$ cat config.mk
export PLATFORM = sky130hd
export DESIGN_NAME = pull_controller
export DESIGN_NICKNAME = d
export VERILOG_FILES = /design/src/rtl/pull_pkg.sv /design/src/rtl/pull_controller_arbiter.sv /design/src/rtl/pull_controller.sv
export SDC_FILE = /design/constraint.sdc
export NUM_CORES = 1
export LEC_CHECK = 0
export ABC_AREA = 1
export CORE_MARGIN = 4
export CORE_UTILIZATION = 39
export DETAILED_ROUTE_END_ITERATION = 10
export HOLD_SLACK_MARGIN = 0.1
export PLACE_DENSITY = 0.83
export SLEW_MARGIN = 20
export SYNTH_ARGS = -nofsm -noshare
export SYNTH_HDL_FRONTEND = slang
export SYNTH_SLANG_ARGS = --single-unit
export TNS_END_PERCENT = 1
$ cat constraint.sdc
create_clock -name clk -period 1.2 [get_ports clk]
set_input_delay 0.24 -clock clk [delete_from_list [all_inputs] [get_ports clk]]
set_output_delay 0.24 -clock clk [all_outputs]
set_load 0.02 [all_outputs]
$ cat src/rtl/pull_pkg.sv
// Shared types and sizing for the systolic-result pull controller.
// Beat count and select width derive from the array and thread counts.
package pull_pkg;

  localparam int DATA_WIDTH        = 16;
  localparam int NUM_THREADS       = 8;
  localparam int NUM_RESULTS       = 16;
  localparam int REG_ADDR_WIDTH    = 4;
  localparam int BEATS             = NUM_RESULTS / NUM_THREADS;
  localparam int BEAT_W            = (BEATS > 1) ? $clog2(BEATS) : 1;
  localparam int DEFAULT_MAX_STALL = 3;

  typedef enum logic [1:0] {
    IDLE,
    WAIT_MM,
    BEAT,
    DONE
  } pull_state_e;

endpackage

$ cat src/rtl/pull_controller_arbiter.sv
// Shares the register-file write port between ALU writeback and pull beats.
// ALU wins by default; a pull beat is forced through after MAX_STALL losses.
module rf_port_arbiter #(
  parameter int MAX_STALL = 3
) (
  input  logic clk,
  input  logic reset,
  input  logic clr,
  input  logic alu_wb_req,
  input  logic pull_req,
  output logic pull_grant,
  output logic alu_wb_grant
);

  localparam int SW = $clog2(MAX_STALL + 1);
  localparam logic [SW-1:0] STALL_MAX = SW'(MAX_STALL);

  logic [SW-1:0] stall_cnt_q;
  logic [SW-1:0] stall_cnt_d;

  always_comb begin
    pull_grant   = pull_req &&
                   (!alu_wb_req || stall_cnt_q == STALL_MAX);
    alu_wb_grant = alu_wb_req && !pull_grant;
    stall_cnt_d  = stall_cnt_q;
    if (clr || pull_grant) begin
      stall_cnt_d = '0;
    end else if (pull_req && stall_cnt_q != STALL_MAX) begin
      stall_cnt_d = stall_cnt_q + 1'b1;
    end
  end

  always_ff @(posedge clk or posedge reset) begin
    if (reset) begin
      stall_cnt_q <= '0;
    end else begin
      stall_cnt_q <= stall_cnt_d;
    end
  end

endmodule

$ cat src/rtl/pull_controller.sv
// Moves the 16 array results into the thread register files in two beats,
// sharing the register-file write port with ALU writeback.
module pull_controller
  import pull_pkg::*;
#(
  parameter int MAX_STALL = DEFAULT_MAX_STALL
) (
  input  logic                      clk,
  input  logic                      reset,
  input  logic                      start_pull,
  input  logic [REG_ADDR_WIDTH-1:0] pull_rd,
  input  logic                      matmul_done,
  input  logic                      alu_wb_req,
  output logic                      alu_wb_grant,
  output logic                      rf_we,
  output logic [REG_ADDR_WIDTH-1:0] rf_waddr,
  output logic [BEAT_W-1:0]         beat_sel,
  output logic                      pull_busy,
  output logic                      pull_done,
  output logic                      matmul_consume,
  output logic                      pull_overrun
);

  localparam logic [BEAT_W-1:0] LAST_BEAT = BEAT_W'(BEATS - 1);

  pull_state_e               state_q, state_d;
  logic [BEAT_W-1:0]         beat_q, beat_d;
  logic [REG_ADDR_WIDTH-1:0] rd_base_q, rd_base_d;
  logic                      start_ok;
  logic                      pull_grant;

  rf_port_arbiter #(
    .MAX_STALL (MAX_STALL)
  ) u_arb (
    .clk          (clk),
    .reset        (reset),
    .clr          (start_ok),
    .alu_wb_req   (alu_wb_req),
    .pull_req     (state_q == BEAT),
    .pull_grant   (pull_grant),
    .alu_wb_grant (alu_wb_grant)
  );

  always_comb begin
    state_d   = state_q;
    beat_d    = beat_q;
    rd_base_d = rd_base_q;
    start_ok  = 1'b0;
    unique case (state_q)
      IDLE: begin
        if (start_pull) begin
          state_d   = WAIT_MM;
          rd_base_d = pull_rd;
          beat_d    = '0;
          start_ok  = 1'b1;
        end
      end
      WAIT_MM: begin
        if (matmul_done) begin
          state_d = BEAT;
          beat_d  = '0;
        end
      end
      BEAT: begin
        if (pull_grant) begin
          if (beat_q == LAST_BEAT) begin
            state_d = DONE;
            beat_d  = '0;
          end else begin
            beat_d = beat_q + 1'b1;
          end
        end
      end
      DONE:    state_d = IDLE;
      default: state_d = IDLE;
    endcase
  end

  always_ff @(posedge clk or posedge reset) begin
    if (reset) begin
      state_q   <= IDLE;
      beat_q    <= '0;
      rd_base_q <= '0;
    end else begin
      state_q   <= state_d;
      beat_q    <= beat_d;
      rd_base_q <= rd_base_d;
    end
  end

  assign rf_we          = pull_grant;
  assign rf_waddr       = rd_base_q + REG_ADDR_WIDTH'(beat_q);
  assign beat_sel       = beat_q;
  assign pull_busy      = (state_q != IDLE);
  assign pull_done      = (state_q == DONE);
  assign matmul_consume = (state_q == DONE);
  assign pull_overrun   = start_pull && (state_q != IDLE);

endmodule

==> results of run 1 <==
-- worst max-delay path by stage --
| stage | cells after the start | startpoint | endpoint |
|---|---|---|---|
| finish | 4 | beat_sel | rf_waddr[2] |
| global route | 5 | u_arb.stall_cnt_q[1] | alu_wb_grant |
| CTS | 5 | u_arb.stall_cnt_q[1] | alu_wb_grant |
| detailed placement | 6 | alu_wb_req | alu_wb_grant |
| global placement | 6 | alu_wb_req | alu_wb_grant |
| floorplan | 3 | beat_sel | rf_waddr[2] |
-- layer usage --
layer  vias to the layer above  track usage, %  share of wire, %
li1                        285               -                 -
met1                       277            18.4                37
met5                         -               0                 0
met2                        12            34.1                57
met3                         4            6.25               5.1
met4                         0            6.63               1.4
-- power breakdown --
group | total (uW) | internal [uW] | switching, uW
Clock | 246 | 129 | 118
Combinational | 1920 | 950 | 972
Sequential | 573 | 452 | 121
-- state kept, by name (all words and copies together) (netlist names) --
signal / cells
beat_sel: 1
rd_base_q: 4
u_arb.stall_cnt_q: 2
state_q: 2
-- cells in the mapped netlist (all sizes together) --
| library cell | n | share of area [%] |
|---|---|---|
| xor2 | 3 | 4.5 |
| a21oi | 2 | 1.7 |
| o21ai | 3 | 2.6 |
| nand2 | 17 | 11 |
| inv | 14 | 9.0 |
| nor2 | 7 | 4.5 |
| ha | 8 | 17 |
| dfrtp | 9 | 39 |
| nand3 | 3 | 2.6 |
| mux2 | 3 | 5.8 |
| buf | 1 | 1.3 |
| o21bai | 1 | 1.3 |
-- logic make-up after synthesis --
kind of cell | Yosys count | synth area share (%)
DFF | 9 | 38.6
xor gates and xnor gates | 3 | 4.51
buffers and inverters | 15 | 10.3
and+or+nand+nor | 27 | 18.0
muxes | 3 | 5.79
AOI/OAI and AO/OA | 6 | 5.58
adders and majority gates | 8 | 17.2
-- critical path: cells and delay by family, from the launching register on --
| kind | cells | cell delay (ns) |
|---|---|---|
| XOR/XNOR | 1 | 0.14 |
| flip-flops | 1 | 0.43 |
| adder cells (fa/ha/maj) | 2 | 0.35 |
| buffers and inverters | 1 | 0.13 |
-- area by class of cell --
cell class	instances	area, um2	share of cell area, %
tap	15	18.8	1.86
clock buffer	4	26.3	2.60
multi-input combinational	47	407	40.2
timing repair buffer	33	280	27.7
sequential	9	226	22.4
inverter	14	52.6	5.20
-- through the flow --
stage / std cells / hold WS, ns / worst slack [ns] / power (uW)
after global placement: 117 / 0.505 / -0.718 / 2270
after floorplan: 71 / 0.0679 / -0.0316 / 1640
after CTS: 122 / 0.250 / -0.362 / 2650
after global routing: 122 / 0.254 / -0.411 / 2980
final: 122 / 0.233 / -0.353 / 2740
after detailed placement: 117 / 0.538 / -0.793 / 2350
-- what timing repair did --
action                     CTS  global route
setup endpoints to repair   20            20
buffers inserted             1             0
gates resized for setup     63            10
pin swaps                    4             3
==> results_dict.tcl, run 1 <==
set metrics [dict create \
    outcome "finished with violations" \
    failed_checks "setup timing" \
    ys_ff_latch 9 \
    final_common_cell "buf_4" \
    ctsHtreeMaxLevel 1 \
    relSlewSlack_pct 77.2 \
    timing.rr.start "state_q[1]" \
    fin_util_pct 74.9 \
    num_vias 578 \
    syn_nets 88 \
    crit_chain "ha_4 > ha_4 > xor2_4 > buf_6" \
    setup_tns_ns -3.36 \
    slew_violations 0 \
    yosysWarnings 0 \
    overflow 0 \
    slowest_delay_ns 0.43 \
    cts_root_buf "clkbuf_4" \
    dieArea_um2 2180 \
    seq_area_frac_synth_pct 38.6 \
    numCtsBuffers 3 \
    start_util_pct 43.2 \
    crit_required_ns 0.96 \
    syn_to_final_growth_pct 73.4 \
    core-area_um2 1350 \
    cp_common_cell "ha_4" \
    ant_nets 0 \
    dpl-instance-area_um2 956 \
    finalClockSkew_ns 0.00942 \
    ios 20 \
    n_antenna_cell 0 \
    fmaxAchievable_mhz 644 \
    period_share_pct 129 \
    wl_per_cell_um 13.1 \
    fin_crit_ns 1.55 \
    synth_cells 71 \
    numPortBuffers 19 \
    synth_area_um2 583 \
    hold_path.class "in -> async" \
    chipWidth_um 46.7 \
    dr.pass1.iters 2 \
    vdd_drop_max_mv 1.28 \
    critPathCaptureType "primary output" \
    hold_buffers 0 \
    fp.dieH_um 46.7 \
    wl_um 1600 \
    setup_violations 20 \
    grt_max_degree 10 \
    grt_pass1_wl_um 2630 \
    cp_max_fo 2 \
    r2r_cells 6 \
    path_clk_slew_ns 0.07 \
    power.density_nw_per_um2 2710 \
    track_usage_pct 18.3 \
    via_per_inst 4.74 \
    p_leak_uw 0.000534 \
    drc 0 \
    rsz0062_at_grt "yes" \
    fillers 110 \
    finalInstanceArea_um2 1010 \
    critical_path_class "reg -> out" \
    ys_types 12 \
    layout_setup_ws_ns -0.353 \
    cts.sinks 9 \
    cap_violations 0 \
    clkLatencyLatePin_ns 0.27 \
    rows 13 \
    drt-initial-drc-count 4 \
    cts_tree "yes" \
    cp_slowest_cell "dfrtp_2" \
    worst_pin_slew_ns 0.341 \
    nets 125 \
    layout_common_cells "15 x buf_4, 13 x nand2_1, 11 x inv_1, 8 x clkdlybuf4s50_1, 8 x dfrtp_1" \
    hold_violations 0 \
    cts_buffer_depth 2 \
    avgSynthCellArea_um2 8.21 \
    grt_pass1_vias 572 \
    dp.final_hpwl_um 1240 \
    final_layout_size_suffix_gt1_share_pct 49.5 \
    r2r_end "state_q[1]" \
    globalplace.congestion 0.755 \
    r2r_slack_ns -0.16 \
    antenna_found_initial 0 \
    start_kind "register" \
    arrival_ns 1.31 \
]
No activity file was read; power rests on OpenSTA's default activity.
==> run 2, diff against run 1 <==
Settings changed: ABC_CLOCK_PERIOD_IN_PS set to 1200.
==> results of run 2 <==
Final layout, timing and power as in run 1 (identical DEF).
